==> src/rtl/encoder_pkg.sv <==
// Shared definitions for the encoder family: scan state encoding plus
// width and popcount helpers reused by encoders and decoders.
package encoder_pkg;

    // Two-state scan controller: waiting for a vector, or draining one.
    typedef enum logic {
        IDLE = 1'b0,
        SCAN = 1'b1
    } state_t;

    // Widest vector the popcount helper accepts; callers zero-extend to it.
    localparam int MAX_WIDTH = 256;

    // Index width for an n-entry vector, never less than one bit.
    function automatic int index_width(input int n);
        int w;
        w = 1;
        for (int i = 1; i < 31; i++) begin
            if ((1 << i) < n) begin
                w = i + 1;
            end
        end
        return w;
    endfunction

    // Number of set bits in a zero-extended vector.
    function automatic int popcount(input logic [MAX_WIDTH-1:0] v);
        int c;
        c = 0;
        for (int i = 0; i < MAX_WIDTH; i++) begin
            c = c + int'(v[i]);
        end
        return c;
    endfunction

endpackage

==> src/rtl/prio_index_enc.sv <==
// Parametrised priority encoder: reports whether any bit is set and the
// index of the winning bit (lowest or highest depending on MSB_FIRST).
module prio_index_enc
    import encoder_pkg::*;
#(
    parameter int WIDTH     = 8,
    parameter bit MSB_FIRST = 1'b0,
    localparam int IDX_W    = index_width(WIDTH)
) (
    input  logic [WIDTH-1:0] vec,
    output logic             any,
    output logic [IDX_W-1:0] idx
);

    // Walk the vector so the preferred end is visited last and wins.
    always_comb begin
        any = |vec;
        idx = '0;
        if (MSB_FIRST) begin
            for (int i = 0; i < WIDTH; i++) begin
                if (vec[i]) begin
                    idx = IDX_W'(i);
                end
            end
        end else begin
            for (int i = WIDTH - 1; i >= 0; i--) begin
                if (vec[i]) begin
                    idx = IDX_W'(i);
                end
            end
        end
    end

endmodule

==> src/rtl/multi_hot_scan_encoder.sv <==
// Multi-hot scan encoder: loads a vector over valid/ready and drains the
// index of every set bit, one beat per accept, in priority order.
module multi_hot_scan_encoder
    import encoder_pkg::*;
#(
    parameter int WIDTH     = 8,
    parameter bit MSB_FIRST = 1'b0,
    localparam int IDX_W    = index_width(WIDTH),
    localparam int CNT_W    = IDX_W + 1
) (
    input  logic             clk,
    input  logic             rst,
    input  logic             in_valid,
    output logic             in_ready,
    input  logic [WIDTH-1:0] in_vec,
    output logic             out_valid,
    input  logic             out_ready,
    output logic [IDX_W-1:0] out_idx,
    output logic             out_last,
    output logic             out_none,
    output logic [CNT_W-1:0] out_count
);

    state_t           state;
    state_t           state_next;
    logic [WIDTH-1:0] pending;
    logic             none;
    logic [CNT_W-1:0] count;
    logic             any;
    logic             pending_single;
    logic             accept;
    logic             load;
    logic [WIDTH-1:0] clear_mask;
    logic [MAX_WIDTH-1:0] in_vec_ext;

    // The index is decoded only from the pending register.
    prio_index_enc #(
        .WIDTH     (WIDTH),
        .MSB_FIRST (MSB_FIRST)
    ) u_prio (
        .vec (pending),
        .any (any),
        .idx (out_idx)
    );

    // Handshake decode and beat qualifiers derived from registered state.
    always_comb begin
        out_valid      = (state == SCAN);
        pending_single = any && ((pending & (pending - WIDTH'(1))) == '0);
        out_last       = out_valid && (none || pending_single);
        out_none       = out_valid && none;
        out_count      = count;
        accept         = out_valid && out_ready;
        in_ready       = (state == IDLE) || (accept && out_last);
        load           = in_valid && in_ready;
        clear_mask     = WIDTH'(1) << out_idx;
        in_vec_ext     = MAX_WIDTH'(in_vec);
    end

    // Next-state logic; a load on the last-accept edge keeps scanning.
    always_comb begin
        state_next = state;
        unique case (state)
            IDLE: begin
                if (load) begin
                    state_next = SCAN;
                end
            end
            SCAN: begin
                if (accept && out_last) begin
                    state_next = load ? SCAN : IDLE;
                end
            end
            default: state_next = IDLE;
        endcase
    end

    // State register, pending bits, none flag and captured popcount.
    always_ff @(posedge clk) begin
        if (rst) begin
            state   <= IDLE;
            pending <= '0;
            none    <= 1'b0;
            count   <= '0;
        end else begin
            state <= state_next;
            if (load) begin
                pending <= in_vec;
                none    <= (in_vec == '0);
                count   <= CNT_W'(popcount(in_vec_ext));
            end else if (accept) begin
                pending <= pending & ~clear_mask;
                if (out_last) begin
                    none <= 1'b0;
                end
            end
        end
    end

endmodule

==> config.mk <==
export PLATFORM = sky130hd
export DESIGN_NAME = multi_hot_scan_encoder
export DESIGN_NICKNAME = d
export VERILOG_FILES = /design/src/rtl/encoder_pkg.sv /design/src/rtl/prio_index_enc.sv /design/src/rtl/multi_hot_scan_encoder.sv
export SDC_FILE = /design/constraint.sdc
export NUM_CORES = 1
export LEC_CHECK = 0
export ABC_AREA = 1
export CORE_MARGIN = 10
export CORE_UTILIZATION = 34
export CTS_CLUSTER_DIAMETER = 80
export CTS_CLUSTER_SIZE = 16
export DETAILED_ROUTE_END_ITERATION = 7
export RECOVER_POWER = 25
export SYNTH_ARGS = -nofsm -noshare
export SYNTH_HDL_FRONTEND = slang
export SYNTH_SLANG_ARGS = --single-unit
==> constraint.sdc <==
create_clock -name clk -period 4.6 [get_ports clk]
set_input_delay 0.92 -clock clk [delete_from_list [all_inputs] [get_ports clk]]
set_output_delay 0.92 -clock clk [all_outputs]
set_load 0.03 [all_outputs]
==> flow_summary.yaml, run 1 <==
grt:
  grt_pass1_vias: 1022
  overflow: 0
  grt_max_degree: 15
  antenna_found_initial: 0
  grt.total_usage_pct: 10.1
  grt_pass1_wl_mm: 4.47
cells_and_area:
  antenna_cells: 0
  nNetsFinal: 193
  final_layout_size_suffix_gt1_share_pct: 6.98
  syn2layout_area_growth_pct: 27.3
  fill_cells: 310
  fin_util_pct: 45.8
yosys:
  synth_area_per_cell_um2: 6.77
  synth-seq-cells: 14
  yosys.area.top_type: "dfxtp_1"
  seq_area_frac_synth_pct: 27.8
  syn-num-nets: 169
  yosysWarnings: 0
  ys_types: 23
  syn_inst: 149
  yosys-top-cells-area: "dfxtp_1, nand2_1, nand3_1, inv_1, a21oi_1"
  syn-cell-area_um2: 1010
  synth_top_area_share_pct: 27.8
sta:
  period_share_pct: 81.4
  relSlewSlack_pct: 63.0
  fin_setup_tns_ps: 0
  hold_viol: 0
  skew_ps: 6.57
  setup_violations: 0
  period_needed_ps: 3740
  maxSlewViolCount: 0
  rsz0062_at_grt: "no"
  max_freq_ghz: 0.267
  worst_pin_slew_ps: 554
worst_setup_path:
  slowest_stage: "fa_1"
  startpoint_type: "primary input"
  path_depth: 11
  rr_worst_depth: 11
  crit_top_cell: "fa_1"
  cp.required_ps: 4820
  cp.buffers_inverters: 4
  cp-end-kind: "flip-flop"
  cp_top_family: "adder cells"
  reg2reg_slack_ps: 2720
  path_max_fanout: 3
  slowest_delay_ps: 560
  crit_chain: "clkdlybuf4s50_1 > fa_1 > inv_1 > fa_1 > fa_1 > inv_1 > ha_1 > inv_1 > fa_1 > or2_0 > a21oi_1"
  path_class: "primary input to flip-flop"
  crit_arrival_ps: 3970
clock_network:
  htree_levels: 1
  cts_hold_buf: 0
  clock_path_buffers: 2
  clock-root-buffer: "clkbuf_4"
  numCtsBuffers: 3
  cts.sinks: 14
  post-cts-setup-buffer-count: 0
  cts_resized: 0
  cts_tree: "done"
  clkLatencyLatePin_ps: 290
  clk_pin_slew_worst_paths_ps: 100
drt:
  postRouteWirelength_mm: 2.60
  vias: 988
  drtIter0Drc: 72
  antenna_left: 0
  vias_per_cell: 4.87
  post-route-drc-count: 0
  post_drt_wl_per_cell_um: 12.8
  firstDrtPassIters: 4
power:
  seq_power_share_pct: 35.5
  power_frac_comb_pct: 40.9
  clkPwrFrac_pct: 23.7
  vdd_drop_max_uv: 164
  p_leak_nw: 0.596
  power_switching_uw: 151
  p_sw_share_pct: 38.1
  finalPower_uw: 396
  p_per_area_nw_per_um2: 308
  p_int_uw: 245
die:
  dieArea_um2: 5540
  initial_core_util_pct: 36.0
  die_y_um: 74.5
  boundaryPins: 23
  num_rows: 19
  die_x_um: 74.5
  coreArea_um2: 2810
worst_hold_path:
  holdCritPathClass: "flip-flop to flip-flop"
  hold_depth: 2
place:
  place_congestion: 0.872
  hpwl_mm: 2.10
  io_buffers: 22
run_status:
  outcome: "finished, final reports clean"
job:
  max_cap_viol_count: 0
[metrics by stage]
step | cell area (µm²) | std cells | setup slack (ps) | hold slack [ps]
finish | 1280 | 203 | 856 | 467
global placement | 1250 | 199 | 615 | 457
floorplan | 1010 | 149 | 1150 | 446
global route | 1280 | 203 | 715 | 497
detailed placement | 1250 | 199 | 546 | 460
CTS | 1280 | 203 | 846 | 476
[power by group through the flow]
| stage | clock [mW] | sequential [mW] | combinational, mW |
|---|---|---|---|
| 2_1_floorplan | 0 | 0.152 | 0.0999 |
| 3_3_place_gp | 0 | 0.144 | 0.162 |
| 3_5_place_dp | 0 | 0.143 | 0.165 |
| 4_1_cts | 0.0962 | 0.141 | 0.166 |
| 5_1_grt | 0.101 | 0.142 | 0.182 |
| 6_report | 0.0936 | 0.140 | 0.162 |
[registers in the layout (all words and copies together), names as in the netlist]
| register | flops |
|---|---|
| out_valid | 1 |
| out_count | 4 |
| pending | 8 |
| none | 1 |
[path summary, 6_finish.rpt]
kind | endpoint | start
worst max-delay path | out_count[1]$_SDFFE_PP0P_ | in_vec[0]
worst min-delay path | out_count[0]$_SDFFE_PP0P_ | out_count[0]$_SDFFE_PP0P_
worst max register to register | out_count[3]$_SDFFE_PP0P_ | pending[3]$_SDFFE_PP0P_
worst min register to register | out_count[0]$_SDFFE_PP0P_ | out_count[0]$_SDFFE_PP0P_
[final cells by class]
class	instances	area, µm²	share of cell area [%]
tap	31	38.8	3.02
timing repair buffer	22	220	17.2
sequential	14	280	21.8
clock buffer	4	36.3	2.83
multi-input combinational	106	611	47.6
inverter	26	97.6	7.60
[synth_stat cells (all sizes together)]
master and number:
o21bai 1, nand2 40, xnor2 1, buf 2, o21ai 4, ha 4
a21boi 1, clkbuf 1, nand4 1, dfxtp 14, inv 25, nand3b 1
a21oi 17, fa 4, clkinv 1, or2 1, nor2 10, nand3 21
[placed cells by master, fill, tap and decap left out]
cell type / count
nand2_1: 36
inv_1: 25
nand3_1: 21
a21oi_1: 17
clkdlybuf4s50_1: 16
dfxtp_1: 14
nor2_1: 9
dlygate4sd3_1: 6
fa_1: 4
ha_1: 4
clkbuf_4: 3
o21ai_0: 2
nand2_2: 2
o21ai_2: 2
nand2_4: 2
nor2_4: 1
a21boi_0: 1
o21bai_2: 1
xnor2_1: 1
or2_0: 1
clkinv_1: 1
nand4_1: 1
nand3b_1: 1
clkbuf_8: 1
[metal layers]
layer	vias up	global-route usage, %	wire (µm)
met4	0	2.31	10
li1	517	-	-
met1	449	11.4	1210
met5	-	0	0
met2	20	17.6	1250
met3	2	3.99	130
[worst reg2reg max path: stages (launching register included)]
cell	delay (ps)
dfxtp_1	360
nor2_1	240
nand3_1	160
nand2_1	90
nand3_1	90
o21bai_2	170
nand2_2	80
nand2_4	120
nand2_4	120
inv_1	170
nand3b_1	90
a21oi_1	120
[cells by family after synthesis]
| family | after synthesis | share of synthesized area (%) |
|---|---|---|
| buffers and inverters | 29 | 11.7 |
| xor gates and xnor gates | 1 | 0.869 |
| adders and majority gates | 8 | 12.9 |
| AOI/OAI and AO/OA | 23 | 13.0 |
| and+or+nand+nor | 74 | 33.7 |
| DFF | 14 | 27.8 |
(Power assumes the default switching activity.)
==> run 2, diff against run 1 <==
clock period = 3.8 ns   (was 4.6 ns; I/O delays follow)
==> flow_summary.yaml, run 2 (same netlist as run 1, synthesis figures left out) <==
run_status:
  outcome: "finished, final reports clean"
sta:
  skew_ps: 4.07
  worst_pin_slew_ps: 542
  max_freq_ghz: 0.279
  period_needed_ps: 3580
  maxSlewViolCount: 0
  setup_violations: 0
  hold_viol: 0
  relSlewSlack_pct: 63.8
  period_share_pct: 94.3
  rsz0062_at_grt: "no"
cells_and_area:
  final_common_cell: "nand2_1"
  top_register: "pending"
  final_cell_mix: "nand2_1, inv_1, nand3_1"
  antenna_cells: 0
  multi_input_area_um2: 603
  nNetsFinal: 194
  stdcell_count: 204
  seqCellArea_um2: 280
  post-route-cell-area_um2: 1280
  largest_reg_flops: 8
  fill_cells: 296
  syn2layout_area_growth_pct: 27.3
  final_layout_size_suffix_gt1_share_pct: 6.94
power:
  power_switching_uw: 180
  p_int_uw: 297
  power_frac_comb_pct: 41.1
  p_sw_share_pct: 37.7
  seq_power_share_pct: 35.6
  clkPwrFrac_pct: 23.3
  p_per_area_nw_per_um2: 371
  p_leak_nw: 0.598
  vdd_drop_max_uv: 217
grt:
  grt_pass1_vias: 994
  grt_max_degree: 15
  overflow: 0
  grt.total_usage_pct: 10.1
  grt_pass1_wl_mm: 4.49
  antenna_found_initial: 0
die:
  die_y_um: 74.5
  coreArea_um2: 2810
  initial_core_util_pct: 36.0
  dieArea_um2: 5540
  num_rows: 19
  die_x_um: 74.5
  boundaryPins: 23
drt:
  vias: 996
  post-route-drc-count: 0
  antenna_left: 0
  drtIter0Drc: 77
  firstDrtPassIters: 4
  post_drt_wl_per_cell_um: 12.7
  vias_per_cell: 4.88
  postRouteWirelength_mm: 2.60
place:
  placed_area_um2: 1250
  hpwl_mm: 2.09
  dp_cells: 200
  place_congestion: 0.847
  io_buffers: 22
clock_network:
  clkLatencyLatePin_ps: 280
  cts_resized: 0
  cts_tree: "done"
  clock-root-buffer: "clkbuf_4"
  cts.sinks: 14
  post-cts-setup-buffer-count: 0
  clock_path_buffers: 2
  htree_levels: 1
  clk_pin_slew_worst_paths_ps: 90
  numCtsBuffers: 3
  cts_hold_buf: 0
worst_setup_path:
  cp.required_ps: 4010
  crit_chain: "clkdlybuf4s50_1 > fa_1 > inv_1 > fa_1 > fa_1 > inv_1 > ha_1 > inv_1 > fa_1 > or2_0 > a21oi_1"
  crit_arrival_ps: 3790
  crit_top_cell: "fa_1"
  path_class: "primary input to flip-flop"
  slowest_delay_ps: 540
  slowest_stage: "fa_1"
  cp-end-kind: "flip-flop"
  path_max_fanout: 2
  startpoint_type: "primary input"
worst_hold_path:
  holdCritPathClass: "flip-flop to flip-flop"
job:
  max_cap_viol_count: 0
run 2: cell count changes in the layout (fill, tap and decap cells not counted):
cell	change
dlygate4sd3_1	-1
nand2_1	+1
nand2_4	-1
buf_4	+1
clkdlybuf4s50_1	+1
run 2: final cells by class:
class	instances	share of cell area, %
multi-input cells	106	47.0
flip-flops and latches	14	21.8
repair buffers	23	17.7
inverters	26	7.60
well taps	31	3.02
clock buffers	4	2.83
run 2: power by group through the flow:
stage	clock, mW	combinational, mW	sequential, mW
2_1_floorplan	0	0.121	0.184
3_3_place_gp	0	0.196	0.174
3_5_place_dp	0	0.200	0.174
4_1_cts	0.112	0.201	0.171
5_1_grt	0.123	0.219	0.173
6_report	0.111	0.196	0.170
run 2: layer usage:
metal | wire length, µm | vias to the layer above | track usage (%)
li1 | - | 518 | -
met1 | 1180 | 459 | 11.4
met2 | 1250 | 19 | 17.0
met3 | 161 | 0 | 4.26
met4 | 0 | 0 | 3.15
met5 | 0 | - | 0
run 2: metrics by stage:
stage | hold WS [ps] | TNS (ps) | total power, mW | util [%] | setup slack, ps
5_1_grt | 507 | 0 | 0.514 | 45.8 | 87.7
3_5_place_dp | 462 | -85.0 | 0.373 | 44.7 | -85.0
6_report | 475 | 0 | 0.477 | 45.8 | 218
4_1_cts | 482 | 0 | 0.484 | 46.0 | 221
2_1_floorplan | 446 | 0 | 0.305 | - | 513
3_3_place_gp | 458 | -7.52 | 0.370 | 44.7 | -7.52
run 2: worst paths after layout:
kind | from | endpoint | slack, ps | depth (start not counted)
setup / recovery | in_vec[0] | out_count[1]$_SDFFE_PP0P_ | 220 | 11
hold / removal | out_count[3]$_SDFFE_PP0P_ | out_count[3]$_SDFFE_PP0P_ | 470 | 2
setup reg to reg | pending[3]$_SDFFE_PP0P_ | out_count[3]$_SDFFE_PP0P_ | 1760 | 11
hold reg to reg | out_count[3]$_SDFFE_PP0P_ | out_count[3]$_SDFFE_PP0P_ | 470 | 2
run 2: worst max-delay path, delay by kind of cell:
kind | cells | cell delay [ps]
compound gates | 1 | 110
buf+inv | 4 | 630
fa+ha+maj | 5 | 2070
simple gates | 1 | 220
==> run 3, diff against run 2 <==
clock period = 4.5 ns   (was 3.8 ns; I/O delays follow)
==> results of run 3 <==
The final DEF is identical to that of run 1. Status: finished, final reports clean.
Among the figures that moved: setup slack after placement 546 ps -> 466 ps; setup slack after layout 856 ps -> 776 ps; register-to-register setup slack 2720 ps -> 2620 ps; total power 0.396 mW -> 0.404 mW; worst IR drop on VDD 164 µV -> 168 µV
